$ cat config.mk
export PLATFORM = sky130hd
export DESIGN_NAME = e203_itcm_icb_arbt_flat
export DESIGN_NICKNAME = d
export VERILOG_FILES = /design/src/rtl/e203_itcm_icb_arbt_pkg.sv /design/src/rtl/e203_itcm_icb_arbt_if.sv /design/src/rtl/e203_itcm_arbt_outs_fifo.sv /design/src/rtl/e203_itcm_icb_arbt.sv /design/src/flat_wrapper.sv
export SDC_FILE = /design/constraint.sdc
export NUM_CORES = 1
export LEC_CHECK = 0
export BUFFER_PORTS_ARGS = -buffer_cell sky130_fd_sc_hd__buf_4
export CORE_AREA = 2 2 187 189
export CTS_CLUSTER_SIZE = 14
export DETAILED_ROUTE_END_ITERATION = 16
export DIE_AREA = 0 0 189 191
export SLEW_MARGIN = 15
export SYNTH_ARGS = -nofsm -noshare
export SYNTH_HDL_FRONTEND = slang
export SYNTH_SLANG_ARGS = --single-unit
$ cat constraint.sdc
create_clock -name clk -period 6.23 [get_ports clk]
set_clock_uncertainty 0.2 [all_clocks]
set_input_delay 0.9345 -clock clk [delete_from_list [all_inputs] [get_ports clk]]
set_output_delay 0.9345 -clock clk [all_outputs]
set_load 0.005 [all_outputs]
$ cat src/rtl/e203_itcm_icb_arbt_pkg.sv
// Shared types and default sizing for the ITCM ICB arbiter slice.
// Optional build macro: E203_ITCM_ARBT_RR_EN (round-robin instead of fixed priority).
package e203_itcm_icb_arbt_pkg;

  localparam int ITCM_ADDR_WIDTH   = 16;
  localparam int ITCM_DATA_WIDTH   = 64;
  localparam int ARBT_OUTS_DEPTH   = 2;
  localparam int ARBT_STARVE_LIMIT = 4;

  // Source tag carried through the outstanding FIFO.
  typedef enum logic {
    SRC_IFU = 1'b0,
    SRC_LSU = 1'b1
  } src_id_e;

  function automatic int ptr_width(input int depth);
    return (depth > 1) ? $clog2(depth) : 1;
  endfunction

endpackage

$ cat src/rtl/e203_itcm_icb_arbt_if.sv
// Single-beat ICB channel: command and response halves with master/slave views.
interface e203_itcm_icb_arbt_if
  import e203_itcm_icb_arbt_pkg::*;
#(
  parameter int AW = ITCM_ADDR_WIDTH,
  parameter int DW = ITCM_DATA_WIDTH
) ();

  logic            cmd_valid;
  logic            cmd_ready;
  logic [AW-1:0]   cmd_addr;
  logic            cmd_read;
  logic [DW-1:0]   cmd_wdata;
  logic [DW/8-1:0] cmd_wmask;
  logic            rsp_valid;
  logic            rsp_ready;
  logic            rsp_err;
  logic [DW-1:0]   rsp_rdata;

  modport master (
    output cmd_valid, cmd_addr, cmd_read, cmd_wdata, cmd_wmask, rsp_ready,
    input  cmd_ready, rsp_valid, rsp_err, rsp_rdata
  );

  modport slave (
    input  cmd_valid, cmd_addr, cmd_read, cmd_wdata, cmd_wmask, rsp_ready,
    output cmd_ready, rsp_valid, rsp_err, rsp_rdata
  );

endinterface

$ cat src/rtl/e203_itcm_arbt_outs_fifo.sv
// Outstanding-command FIFO: remembers which requester owns each pending ITCM response.
module e203_itcm_arbt_outs_fifo
  import e203_itcm_icb_arbt_pkg::*;
#(
  parameter int DEPTH = ARBT_OUTS_DEPTH
) (
  input  logic    clk,
  input  logic    rst,
  input  logic    push,
  input  src_id_e push_id,
  input  logic    pop,
  output logic    full,
  output logic    empty,
  output src_id_e head
);

  localparam int PW = ptr_width(DEPTH);
  localparam int CW = $clog2(DEPTH + 1);

  logic [PW-1:0] wr_ptr;
  logic [PW-1:0] rd_ptr;
  logic [CW-1:0] count;
  src_id_e       mem [DEPTH];
  logic          do_push;
  logic          do_pop;

  function automatic logic [PW-1:0] ptr_inc(input logic [PW-1:0] p);
    if (p == PW'(DEPTH - 1)) return '0;
    return p + 1'b1;
  endfunction

  assign full    = (count == CW'(DEPTH));
  assign empty   = (count == '0);
  assign head    = mem[rd_ptr];
  assign do_push = push & ~full;
  assign do_pop  = pop & ~empty;

  // NOTE: state is updated with <= so every flop samples pre-edge values, independent of statement order.
  always_ff @(posedge clk or posedge rst) begin
    if (rst) begin
      wr_ptr <= '0;
      rd_ptr <= '0;
      count  <= '0;
    end else begin
      if (do_push) wr_ptr <= ptr_inc(wr_ptr);
      if (do_pop)  rd_ptr <= ptr_inc(rd_ptr);
      if (do_push && !do_pop)      count <= count + CW'(1);
      else if (do_pop && !do_push) count <= count - CW'(1);
    end
  end

  // NOTE: storage is not reset; an entry is only read while count says it was written.
  always_ff @(posedge clk) begin
    if (do_push) mem[wr_ptr] <= push_id;
  end

endmodule

$ cat src/rtl/e203_itcm_icb_arbt.sv
// Shares the ITCM ICB port between IFU fetch and LSU; responses return in issue order.
// Build macro E203_ITCM_ARBT_RR_EN selects round-robin, otherwise IFU priority with LSU starvation override.
module e203_itcm_icb_arbt
  import e203_itcm_icb_arbt_pkg::*;
#(
  parameter int AW           = ITCM_ADDR_WIDTH,
  parameter int DW           = ITCM_DATA_WIDTH,
  parameter int OUTS_DEPTH   = ARBT_OUTS_DEPTH,
  parameter int STARVE_LIMIT = ARBT_STARVE_LIMIT
) (
  input  logic                 clk,
  input  logic                 rst,
  e203_itcm_icb_arbt_if.slave  ifu,
  e203_itcm_icb_arbt_if.slave  lsu,
  e203_itcm_icb_arbt_if.master itcm,
  output logic                 arbt_orphan_rsp
);

  logic            fifo_full;
  logic            fifo_empty;
  src_id_e         head_id;
  src_id_e         push_id;
  logic            grant_lsu;
  logic            cmd_open;
  logic            cmd_hs;
  logic            rsp_open;
  logic            rsp_hs;
  logic [AW-1:0]   cmd_addr;
  logic            cmd_read;
  logic [DW-1:0]   cmd_wdata;
  logic [DW/8-1:0] cmd_wmask;

`ifdef E203_ITCM_ARBT_RR_EN
  src_id_e rr_ptr;

  assign grant_lsu = lsu.cmd_valid & (~ifu.cmd_valid | (rr_ptr == SRC_LSU));

  // After each accepted command the other requester gets the tie-break.
  always_ff @(posedge clk or posedge rst) begin
    if (rst)         rr_ptr <= SRC_IFU;
    else if (cmd_hs) rr_ptr <= grant_lsu ? SRC_IFU : SRC_LSU;
  end
`else
  localparam logic [3:0] LIMIT = 4'(STARVE_LIMIT);

  logic [3:0] starve_cnt;
  logic       starve_hit;
  logic       lsu_hs;

  assign starve_hit = (starve_cnt == LIMIT);
  assign grant_lsu  = lsu.cmd_valid & (~ifu.cmd_valid | starve_hit);
  assign lsu_hs     = lsu.cmd_valid & lsu.cmd_ready;

  // Counts consecutive cycles the LSU waits; a dropped request restarts the count.
  always_ff @(posedge clk or posedge rst) begin
    if (rst) begin
      starve_cnt <= '0;
    end else if (lsu.cmd_valid && !lsu_hs) begin
      if (!starve_hit) starve_cnt <= starve_cnt + 4'd1;
    end else begin
      starve_cnt <= '0;
    end
  end
`endif

  // A full FIFO blocks new commands even if a response pops this cycle, so ready never depends on rsp_ready.
  assign cmd_open       = ~rst & ~fifo_full;
  assign itcm.cmd_valid = (ifu.cmd_valid | lsu.cmd_valid) & cmd_open;
  assign ifu.cmd_ready  = ifu.cmd_valid & ~grant_lsu & itcm.cmd_ready & cmd_open;
  assign lsu.cmd_ready  = grant_lsu & itcm.cmd_ready & cmd_open;
  assign cmd_hs         = itcm.cmd_valid & itcm.cmd_ready;
  assign push_id        = grant_lsu ? SRC_LSU : SRC_IFU;

  // NOTE: every output of this block gets a default first so no path leaves it unassigned (no latch).
  always_comb begin
    cmd_addr  = ifu.cmd_addr;
    cmd_read  = 1'b1;
    cmd_wdata = '0;
    cmd_wmask = '0;
    if (grant_lsu) begin
      cmd_addr  = lsu.cmd_addr;
      cmd_read  = lsu.cmd_read;
      cmd_wdata = lsu.cmd_wdata;
      cmd_wmask = lsu.cmd_wmask;
    end
  end

  assign itcm.cmd_addr  = cmd_addr;
  assign itcm.cmd_read  = cmd_read;
  assign itcm.cmd_wdata = cmd_wdata;
  assign itcm.cmd_wmask = cmd_wmask;

  // With nothing outstanding a response is orphaned: accept and discard it.
  assign rsp_open       = itcm.rsp_valid & ~fifo_empty & ~rst;
  assign ifu.rsp_valid  = rsp_open & (head_id == SRC_IFU);
  assign lsu.rsp_valid  = rsp_open & (head_id == SRC_LSU);
  assign itcm.rsp_ready = ~rst & (fifo_empty |
                                  ((head_id == SRC_LSU) ? lsu.rsp_ready : ifu.rsp_ready));
  assign rsp_hs         = itcm.rsp_valid & itcm.rsp_ready;

  assign ifu.rsp_rdata = itcm.rsp_rdata;
  assign ifu.rsp_err   = itcm.rsp_err;
  assign lsu.rsp_rdata = itcm.rsp_rdata;
  assign lsu.rsp_err   = itcm.rsp_err;

  e203_itcm_arbt_outs_fifo #(
    .DEPTH (OUTS_DEPTH)
  ) u_outs_fifo (
    .clk     (clk),
    .rst     (rst),
    .push    (cmd_hs),
    .push_id (push_id),
    .pop     (rsp_hs & ~fifo_empty),
    .full    (fifo_full),
    .empty   (fifo_empty),
    .head    (head_id)
  );

  always_ff @(posedge clk or posedge rst) begin
    if (rst)                                   arbt_orphan_rsp <= 1'b0;
    else if (itcm.rsp_valid && fifo_empty)     arbt_orphan_rsp <= 1'b1;
  end

endmodule

$ cat src/flat_wrapper.sv
// flat-port wrapper written by rule: the top's interface ports become plain ports
module e203_itcm_icb_arbt_flat import e203_itcm_icb_arbt_pkg::*;
#(
  parameter int AW           = ITCM_ADDR_WIDTH,
  parameter int DW           = ITCM_DATA_WIDTH,
  parameter int OUTS_DEPTH   = ARBT_OUTS_DEPTH,
  parameter int STARVE_LIMIT = ARBT_STARVE_LIMIT
)
  (clk, rst, arbt_orphan_rsp, ifu_cmd_valid, ifu_cmd_addr, ifu_cmd_read, ifu_cmd_wdata, ifu_cmd_wmask, ifu_rsp_ready, ifu_cmd_ready, ifu_rsp_valid, ifu_rsp_err, ifu_rsp_rdata, lsu_cmd_valid, lsu_cmd_addr, lsu_cmd_read, lsu_cmd_wdata, lsu_cmd_wmask, lsu_rsp_ready, lsu_cmd_ready, lsu_rsp_valid, lsu_rsp_err, lsu_rsp_rdata, itcm_cmd_valid, itcm_cmd_addr, itcm_cmd_read, itcm_cmd_wdata, itcm_cmd_wmask, itcm_rsp_ready, itcm_cmd_ready, itcm_rsp_valid, itcm_rsp_err, itcm_rsp_rdata);
  e203_itcm_icb_arbt_if #(.AW(AW), .DW(DW)) ifu_i ();
  e203_itcm_icb_arbt_if #(.AW(AW), .DW(DW)) lsu_i ();
  e203_itcm_icb_arbt_if #(.AW(AW), .DW(DW)) itcm_i ();
  input  logic clk;
  input  logic rst;
  output logic arbt_orphan_rsp;
  input wire logic [$bits(ifu_i.cmd_valid)-1:0] ifu_cmd_valid;
  input wire logic [$bits(ifu_i.cmd_addr)-1:0] ifu_cmd_addr;
  input wire logic [$bits(ifu_i.cmd_read)-1:0] ifu_cmd_read;
  input wire logic [$bits(ifu_i.cmd_wdata)-1:0] ifu_cmd_wdata;
  input wire logic [$bits(ifu_i.cmd_wmask)-1:0] ifu_cmd_wmask;
  input wire logic [$bits(ifu_i.rsp_ready)-1:0] ifu_rsp_ready;
  output wire logic [$bits(ifu_i.cmd_ready)-1:0] ifu_cmd_ready;
  output wire logic [$bits(ifu_i.rsp_valid)-1:0] ifu_rsp_valid;
  output wire logic [$bits(ifu_i.rsp_err)-1:0] ifu_rsp_err;
  output wire logic [$bits(ifu_i.rsp_rdata)-1:0] ifu_rsp_rdata;
  input wire logic [$bits(lsu_i.cmd_valid)-1:0] lsu_cmd_valid;
  input wire logic [$bits(lsu_i.cmd_addr)-1:0] lsu_cmd_addr;
  input wire logic [$bits(lsu_i.cmd_read)-1:0] lsu_cmd_read;
  input wire logic [$bits(lsu_i.cmd_wdata)-1:0] lsu_cmd_wdata;
  input wire logic [$bits(lsu_i.cmd_wmask)-1:0] lsu_cmd_wmask;
  input wire logic [$bits(lsu_i.rsp_ready)-1:0] lsu_rsp_ready;
  output wire logic [$bits(lsu_i.cmd_ready)-1:0] lsu_cmd_ready;
  output wire logic [$bits(lsu_i.rsp_valid)-1:0] lsu_rsp_valid;
  output wire logic [$bits(lsu_i.rsp_err)-1:0] lsu_rsp_err;
  output wire logic [$bits(lsu_i.rsp_rdata)-1:0] lsu_rsp_rdata;
  output wire logic [$bits(itcm_i.cmd_valid)-1:0] itcm_cmd_valid;
  output wire logic [$bits(itcm_i.cmd_addr)-1:0] itcm_cmd_addr;
  output wire logic [$bits(itcm_i.cmd_read)-1:0] itcm_cmd_read;
  output wire logic [$bits(itcm_i.cmd_wdata)-1:0] itcm_cmd_wdata;
  output wire logic [$bits(itcm_i.cmd_wmask)-1:0] itcm_cmd_wmask;
  output wire logic [$bits(itcm_i.rsp_ready)-1:0] itcm_rsp_ready;
  input wire logic [$bits(itcm_i.cmd_ready)-1:0] itcm_cmd_ready;
  input wire logic [$bits(itcm_i.rsp_valid)-1:0] itcm_rsp_valid;
  input wire logic [$bits(itcm_i.rsp_err)-1:0] itcm_rsp_err;
  input wire logic [$bits(itcm_i.rsp_rdata)-1:0] itcm_rsp_rdata;
  assign ifu_i.cmd_valid = ifu_cmd_valid;
  assign ifu_i.cmd_addr = ifu_cmd_addr;
  assign ifu_i.cmd_read = ifu_cmd_read;
  assign ifu_i.cmd_wdata = ifu_cmd_wdata;
  assign ifu_i.cmd_wmask = ifu_cmd_wmask;
  assign ifu_i.rsp_ready = ifu_rsp_ready;
  assign ifu_cmd_ready = ifu_i.cmd_ready;
  assign ifu_rsp_valid = ifu_i.rsp_valid;
  assign ifu_rsp_err = ifu_i.rsp_err;
  assign ifu_rsp_rdata = ifu_i.rsp_rdata;
  assign lsu_i.cmd_valid = lsu_cmd_valid;
  assign lsu_i.cmd_addr = lsu_cmd_addr;
  assign lsu_i.cmd_read = lsu_cmd_read;
  assign lsu_i.cmd_wdata = lsu_cmd_wdata;
  assign lsu_i.cmd_wmask = lsu_cmd_wmask;
  assign lsu_i.rsp_ready = lsu_rsp_ready;
  assign lsu_cmd_ready = lsu_i.cmd_ready;
  assign lsu_rsp_valid = lsu_i.rsp_valid;
  assign lsu_rsp_err = lsu_i.rsp_err;
  assign lsu_rsp_rdata = lsu_i.rsp_rdata;
  assign itcm_cmd_valid = itcm_i.cmd_valid;
  assign itcm_cmd_addr = itcm_i.cmd_addr;
  assign itcm_cmd_read = itcm_i.cmd_read;
  assign itcm_cmd_wdata = itcm_i.cmd_wdata;
  assign itcm_cmd_wmask = itcm_i.cmd_wmask;
  assign itcm_rsp_ready = itcm_i.rsp_ready;
  assign itcm_i.cmd_ready = itcm_cmd_ready;
  assign itcm_i.rsp_valid = itcm_rsp_valid;
  assign itcm_i.rsp_err = itcm_rsp_err;
  assign itcm_i.rsp_rdata = itcm_rsp_rdata;
  e203_itcm_icb_arbt #(.AW(AW), .DW(DW), .OUTS_DEPTH(OUTS_DEPTH), .STARVE_LIMIT(STARVE_LIMIT)) u_core (.clk(clk), .rst(rst), .ifu(ifu_i), .lsu(lsu_i), .itcm(itcm_i), .arbt_orphan_rsp(arbt_orphan_rsp));
endmodule
# == Yosys cells after proc, flatten, opt, wreduce, memory -nomap -nowiden ==
# Memories as Yosys holds them, arrays and structs flattened.
# Index checks and enable logic that the tools add are counted.
# totals
regBits,9
latch_bits,0
mem_bits_rw,2
romBits,0
inputBits,251
elab_cells,71
mem_count,1
# mem_list
memory,words,width,rd,rd_ports_with_merged_regs,wr,line_no,text
u_core.u_outs_fifo.mem,2,1,1,0,1,e203_itcm_arbt_outs_fifo.sv:23,src_id_e mem [DEPTH];
# op_classes
addsub,5
multipliers,0
div_mod_pow,0
magnitude_cmp,0
eq_ne,3
n_shift,0
mux,20
bitwise,28
n_reduce_logical,9
# ops
operator,n
$mux 64,1
$and 1x1->1,19
$mux 16,1
$mux 1,13
$mux 4,2
$mux 8,1
$not 1->1,6
$add 4x1->4 const B,1
$eq 4x3->1 const B,1
$logic_and 1x1->1,4
$mux 2,2
$logic_not 1->1,3
$or 1x1->1,3
$add 1x1->1 const B,2
$add 2x1->2 const B,1
$eq 2x2->1 const B,1
$logic_not 2->1,1
$ne 2x2->1 const B,1
$reduce_bool 2->1,1
$sub 2x1->2 const B,1

# == Longest topological paths before layout ==
# Gate-level depths: netlist (run 1).
# logic_depth
ltp_word,10
depth_mapped,7
ltp_nobuf,7

# == By module ==
# Synthesis (run 1) repeated with hierarchy kept, for this count alone.
# hier_totals
cells_unflattened,297
hier_area_um2,2348.5
# modules_own_cells
mod,n_inst,cells_per_inst,area_each_um2,seq_area_each_um2
e203_itcm_icb_arbt,1,274,2077.0,125.1
e203_itcm_arbt_outs_fifo,1,23,271.5,160.2

# == Least setup slack after synthesis (run 1) ==
# No wires, ideal clock.
# synth_path
path_kind,input to output
startpoint,input port lsu_cmd_valid
endpoint,output port itcm_cmd_addr[0]
t_arrival_ns,1.682
t_required_ns,5.095
setup_slack_ns,3.413
stages,4
n_path_buf,1
path_cell_list,inv_1 a21oi_2 buf_4 mux2_2
# synth_via
elab_chain_len,2
# synth_rtl
element,line_no,text
start: declaration,flat_wrapper.sv:26,input wire logic [$bits(lsu_i.cmd_valid)-1:0] lsu_cmd_valid;
$and 1x1->1,e203_itcm_icb_arbt.sv:51,assign grant_lsu = lsu.cmd_valid & (~ifu.cmd_valid | starve_hit);
$mux 16,e203_itcm_icb_arbt.sv:80,if (grant_lsu) begin
end: declaration,flat_wrapper.sv:37,output wire logic [$bits(itcm_i.cmd_addr)-1:0] itcm_cmd_addr;
# Every way passes these cells.

# == Worst setup path after layout (run 1) ==
# layout_path
startpoint,register u_core.starve_cnt[0]
endpoint,output port itcm_cmd_addr[8]
# layout_via
elab_chain_len,4
# layout_rtl
element,line_no,text
start: declaration,e203_itcm_icb_arbt.sv:46,logic [3:0] starve_cnt;
start signal: assignment,e203_itcm_icb_arbt.sv:59,if (!starve_hit) starve_cnt <= starve_cnt + 4'd1;
$eq 4x3->1,e203_itcm_icb_arbt.sv:50,assign starve_hit = (starve_cnt == LIMIT);
$or 1x1->1,e203_itcm_icb_arbt.sv:51,
$and 1x1->1,e203_itcm_icb_arbt.sv:51,
$mux 16,e203_itcm_icb_arbt.sv:80,
# Every way passes these cells.

==> results of run 1 <==
[synth_stat cells (3+ instances only)]
| library cell | instances | share of area [%] |
|---|---|---|
| ha_1 | 3 | 1.6 |
| inv_1 | 5 | 0.78 |
| buf_6 | 8 | 3.7 |
| xor2_1 | 3 | 1.1 |
| mux2i_1 | 3 | 1.2 |
| buf_4 | 132 | 41 |
| nor2b_1 | 3 | 0.78 |
| mux2_2 | 14 | 6.5 |
| nor2_1 | 7 | 1.1 |
| mux2_1 | 3 | 1.4 |
| dfrtp_1 | 9 | 9.3 |
| and2_1 | 74 | 19 |
| nand3_1 | 3 | 0.62 |
[cell type report]
cell class | count | share of cell area [%]
timing repair buffer | 209 | 44.0
sequential | 11 | 8.01
inverter | 5 | 0.527
tap | 455 | 16.0
antenna | 3 | 0.211
multi-input combinational | 142 | 29.0
clock buffer | 4 | 2.21
[cell families after synthesis]
family / count (synthesis)
AND/OR/NAND/NOR: 104
adder cells (fa/ha/maj): 3
buffers and inverters: 145
XOR/XNOR: 5
flip-flops: 11
multiplexers: 20
AO/OA/AOI/OAI: 10
[power groups by stage]
| stage | combinational (mW) | clock [mW] | sequential (mW) |
|---|---|---|---|
| 2_1_floorplan | 0.201 | 0 | 0.113 |
| 3_3_place_gp | 0.266 | 0 | 0.117 |
| 3_5_place_dp | 0.270 | 0 | 0.117 |
| 4_1_cts | 0.271 | 0.119 | 0.116 |
| 5_1_grt | 0.292 | 0.124 | 0.121 |
| 6_report | 0.266 | 0.117 | 0.116 |
[sequential cells by signal (all words and copies together) (netlist names)]
register and cells:
u_core.u_outs_fifo.wr_ptr 1, u_core.arbt_orphan_rsp 1, u_core.u_outs_fifo.mem 2, u_core.u_outs_fifo.count 2, u_core.starve_cnt 4, u_core.u_outs_fifo.rd_ptr 1
[worst min-delay path by stage]
| stage | start | end | slack (ps) | cells past startpoint |
|---|---|---|---|---|
| CTS | u_core.arbt_orphan_rsp | u_core.arbt_orphan_rsp | 260 | 1 |
| finish | u_core.arbt_orphan_rsp | u_core.arbt_orphan_rsp | 260 | 1 |
| global route | u_core.u_outs_fifo.wr_ptr | u_core.u_outs_fifo.wr_ptr | 310 | 1 |
| floorplan | u_core.arbt_orphan_rsp | u_core.arbt_orphan_rsp | 250 | 1 |
| detailed placement | u_core.arbt_orphan_rsp | u_core.arbt_orphan_rsp | 250 | 1 |
| global placement | u_core.arbt_orphan_rsp | u_core.arbt_orphan_rsp | 240 | 1 |
[layer usage]
metal	wire length [um]	GRT usage [%]
met5	9	0
met1	3060	4.61
met3	1420	2.48
met4	429	2.67
met2	3950	6.58
[metrics by stage]
stage | hold slack [ps] | area [um^2]
3_3_place_gp | 245 | 3480
6_report | 260 | 3560
2_1_floorplan | 251 | 2410
4_1_cts | 264 | 3560
5_1_grt | 311 | 3560
3_5_place_dp | 249 | 3480
[critical path, cell delays in order, from the launching register on]
cell      delay (ps)
dfrtp_1          390
inv_1            110
ha_1             230
nand3b_4         140
a21oi_4          480
buf_4            620
mux2_1           420
buf_4            150
==> run metrics, run 1 <==
nets 626; NetSw between 0.15 and 0.2 mW; top_reg_cell synth dfrtp_1; Rel. slew slack between 50% and 60%; crit path from u_core.starve_cnt[0]; routed len/inst between 10 and 15 um; Slew Limit Fails 0; clock latency on the worst-skew pair 240 ps; Syn. warnings 0; gr ovfl total 0; XOR/XNOR Fraction of Synth Area 1.82%; Mapped Cells 298; setup TNS 0 ps; r2r worst-path depth 7; post-synthesis cell area 0.00241 mm^2; Comb power frac 53.2%; Die W between 150 and 200 um; Static Leak about 1.7 nW; Design Power 0.499 mW; max cap viols 0; Buffers on Ports 208; switch share between 30% and 40%; Mean Syn Cell Area 8.10 um^2; CTS Buf Count 3; #FFs+latches synth 11; HP Class reg -> reg; CP Launch Type flop; Layout area overhead 47.7%; final setup fails 0; synthesized net count 552; Int Pwr 0.338 mW; first-pass GRT wire length 11700 um; area of the die 0.0361 mm^2; detailed-route DRC error count 0; Worst R2R End u_core.u_outs_fifo.count[1]; gpl congestion roughly 0.76; area of the multi-input gates between 0.001 and 0.0015 mm^2; post-place setup slack 2180 ps; fin worst setup slack ~2300 ps; commonest non-fill, non-tap cell in the layout buf_4; Post-Synth Adder-Cell Area 1.56%; boundary pin count 477; CP Data Required Time roughly 5100 ps; mux share of post-synthesis cell area 9.18%; clk root buf clkbuf_16; Clk network pwr share 23.5%; min Tclk post-route 3950 ps; Tot GR Track Use 4.32%; Setup Crit Path Kind reg -> out; ANT nets after route 0; initial core utilization 7.07%; r2r setup slk 4080 ps; most frequent cells in the layout 209 x buf_4, 74 x and2_1, 14 x mux2_2; fin util a little over a tenth; Seq. cell area 285 um^2; fmax roughly 0.25 GHz; layout cells sized above 1 62.5%; worst-path fanout max between 70 and 80; largest family of logic cells by synthesized area buffers and inverters; Core Region 0.0341 mm^2; Clock H-tree levels 1; pwr/cell area 140 mW/mm^2; maximum VDD drop 0.114 mV; post_cts resized 0; DR iter-0 viols 76; Cell variety after synth 36; worst path arrival time 2820 ps; Via density 2.51; Async SR Flop Fraction around four fifths; period utilisation layout 63.4%; Longest Clk Path Bufs 2; Pre-Repair DR Iteration Count 4; share of power burned in registers 23.3%; Final HPWL DP 7680 um; Post-CTS Hold Fix Bufs 0; share of the yosys chip area belonging to registers approximately an eighth; via count of the first global-routing pass 2017; non-filler instance count after layout 829; Post-CTS Setup Inserts 0; CTS Sinks 11; Worst setup EP type primary output; pin count of the biggest net entering global routing 72; Rows 68; initial antenna violation count 3; Die Ht ~190 um; Clock transition at path regs 40 ps; CTS tree done; start of the worst register-to-register path u_core.u_outs_fifo.rd_ptr; vias 2080; routed wire length 8870 um; Worst-Margin Slew roughly 640 ps; Compound-Gate Fraction of Synth Area under 10%; Placed Instances just over 800; Filler cells between 3000 and 4000; RSZ-0062 raised after global routing false; fraction of the mapped netlist area in simple logic gates 26.9%; outcome finished clean; Hold Vio Cnt, Final 0; CP Capture Point itcm_cmd_addr[8]; EDFF count, synth 2
Power figures use the tool's default switching activity.
==> run 2: changes to the inputs <==
- CORE_AREA: 2 2 187 189 -> 2 2 188 190
- DIE_AREA: 0 0 189 191 -> 0 0 190 192
- clock period: 6.23 -> 3.7 ns (I/O delays scaled with it)
==> run 2 against run 1 <==
Sequential power is 69% higher. Die area increased by 1.1%. Core utilization about the same. Clock power up 69%. Global-route usage down 0.43 points. Total power up 68%. Combinational power grew 68%. Worst setup slack worse by 1700 ps. Via count did not move. Critical path type unchanged.
==> run metrics, run 2 (same netlist as run 1, synthesis figures left out) <==
outcome finished clean (unchanged); Longest Clk Path Bufs 2 (unchanged); Rows 68 (unchanged); Clock transition at path regs 40 ps (about the same); Filler cells 3940 (was 3935); Biggest register u_core.starve_cnt (unchanged); detailed-route DRC error count 0 (unchanged); Largest regs u_core.starve_cnt x4, u_core.u_outs_fifo.count x2, u_core.u_outs_fifo.mem x2 (unchanged); r2r setup slk 1410 ps (was 4080 ps); CP Data Required Time 2940 ps (was 5100 ps); period utilisation layout 84.1%; first-pass GRT wire length 10800 um (was 11700 um); pwr/cell area 235 mW/mm^2 (was 140 mW/mm^2); maximum VDD drop 0.113 mV (was 0.114 mV); Static Leak 1.67 nW (was 1.66 nW); vias 2080 (unchanged); max reg flops 4 (unchanged); DR iter-0 viols 31 (was 76); hold slack 125 ps (was 260 ps); Core Region 0.0343 mm^2 (was 0.0341 mm^2); routed len/inst 9.84 um (was 10.7 um); Die W 190 um (was 189 um); Worst R2R End u_core.starve_cnt[3] (was u_core.u_outs_fifo.count[1]); Tot GR Track Use 3.89% (was 4.32%); clock latency on the worst-skew pair 240 ps (about the same); area of the multi-input gates 0.00103 mm^2 (unchanged); fmax 0.321 GHz; gpl congestion 0.692 (was 0.762); max cap viols 0 (unchanged); Rel. slew slack 49.7% (was 57.1%); layout cells sized above 1 62.6% (was 62.5%); clk root buf clkbuf_16 (unchanged); Antenna Cells 0 (was 3); final setup fails 0 (unchanged); RSZ-0062 raised after global routing false (unchanged); initial core utilization 7.04% (was 7.07%); non-filler instance count after layout 827 (was 829); boundary pin count 477 (unchanged); Post-CTS Setup Inserts 0 (unchanged); initial antenna violation count 0 (was 3); HP Class in -> async (was reg -> reg); CTS Buf Count 3 (unchanged); Layout area overhead 48.2% (was 47.7%); routed wire length 8140 um (was 8870 um); Pre-Repair DR Iteration Count 4 (unchanged); CP Launch Type flop (unchanged); commonest non-fill, non-tap cell in the layout buf_4 (unchanged); Slew Limit Fails 0 (unchanged); setup TNS 0 ps (unchanged); CTS Sinks 11 (unchanged); pin count of the biggest net entering global routing 51 (was 72); Buffers on Ports 208 (unchanged); Hold Vio Cnt, Final 0 (unchanged); Clock H-tree levels 1 (unchanged); gr ovfl total 0 (unchanged); Placed Instances 823 (was 822); Setup Crit Path Kind reg -> out (unchanged); post_cts resized 0 (unchanged); start of the worst register-to-register path u_core.starve_cnt[0] (was u_core.u_outs_fifo.rd_ptr); crit path from u_core.starve_cnt[0] (unchanged); via count of the first global-routing pass 2025 (was 2017); Final HPWL DP 7120 um (was 7680 um); most frequent cells in the layout 209 x buf_4, 74 x and2_1, 14 x mux2_2 (unchanged); worst path arrival time 2360 ps (was 2820 ps); r2r worst-path depth 6 (was 7); ANT nets after route 0 (unchanged); area of the die 0.0365 mm^2 (was 0.0361 mm^2); Worst-Margin Slew 753 ps (was 644 ps); worst-path fanout max 24 (was 72); Via density 2.52 (was 2.51); min Tclk post-route ~3100 ps; Post-CTS Hold Fix Bufs 0 (unchanged); nets 627 (was 626); Worst setup EP type primary output (unchanged); Die Ht 192 um (was 191 um); CTS tree done (unchanged); Seq. cell area 285 um^2 (unchanged)
[run 2: cell count changes in the layout (fill, tap and decap cells not counted), sizes merged]
cell and change:
buf +1, diode -3
[run 2: power breakdown]
| group | switching [mW] | internal, mW | total, mW |
|---|---|---|---|
| logic | 0.176 | 0.271 | 0.446 |
| registers | 0.0382 | 0.158 | 0.196 |
| clock network | 0.0532 | 0.145 | 0.198 |
[run 2: cell type report]
| type | instances | share of cell area (%) |
|---|---|---|
| inverter | 5 | 0.525 |
| clock buffer | 4 | 2.20 |
| multi-input combinational | 142 | 28.9 |
| tap | 455 | 15.9 |
| timing repair buffer | 210 | 44.4 |
| sequential | 11 | 7.98 |
[run 2: per-stage QoR]
stage | instance area, um^2 | setup slack, ps | power (mW) | utilization, %
6_report | 3580 | 589 | 0.840 | 10.4
2_1_floorplan | 2410 | 1450 | 0.528 | -
3_5_place_dp | 3500 | 732 | 0.653 | 10.2
3_3_place_gp | 3500 | 776 | 0.644 | 10.2
5_1_grt | 3580 | 371 | 0.902 | 10.4
4_1_cts | 3580 | 478 | 0.858 | 10.4
[run 2: worst max path at each step]
stage and to:
2_1_floorplan itcm_cmd_addr[0], 5_1_grt itcm_cmd_wdata[30], 3_3_place_gp itcm_cmd_wdata[27], 3_5_place_dp itcm_cmd_wdata[28]
4_1_cts itcm_cmd_wdata[28], 6_report itcm_cmd_wdata[28]
[run 2: worst max-delay path, stage by stage, from the launching register on]
cell and delay [ps]:
dfrtp_1 390, inv_1 100, ha_1 220, nand3b_4 140, a21oi_4 640, buf_4 350, and2_1 160, buf_4 100
[run 2: per-layer routing]
metal,up-vias,GRT usage [%],wire [um]
met5,-,0,0
met4,0,3.25,574
met3,53,1.70,1080
met2,179,6.22,3690
met1,890,3.92,2790
li1,958,-,-
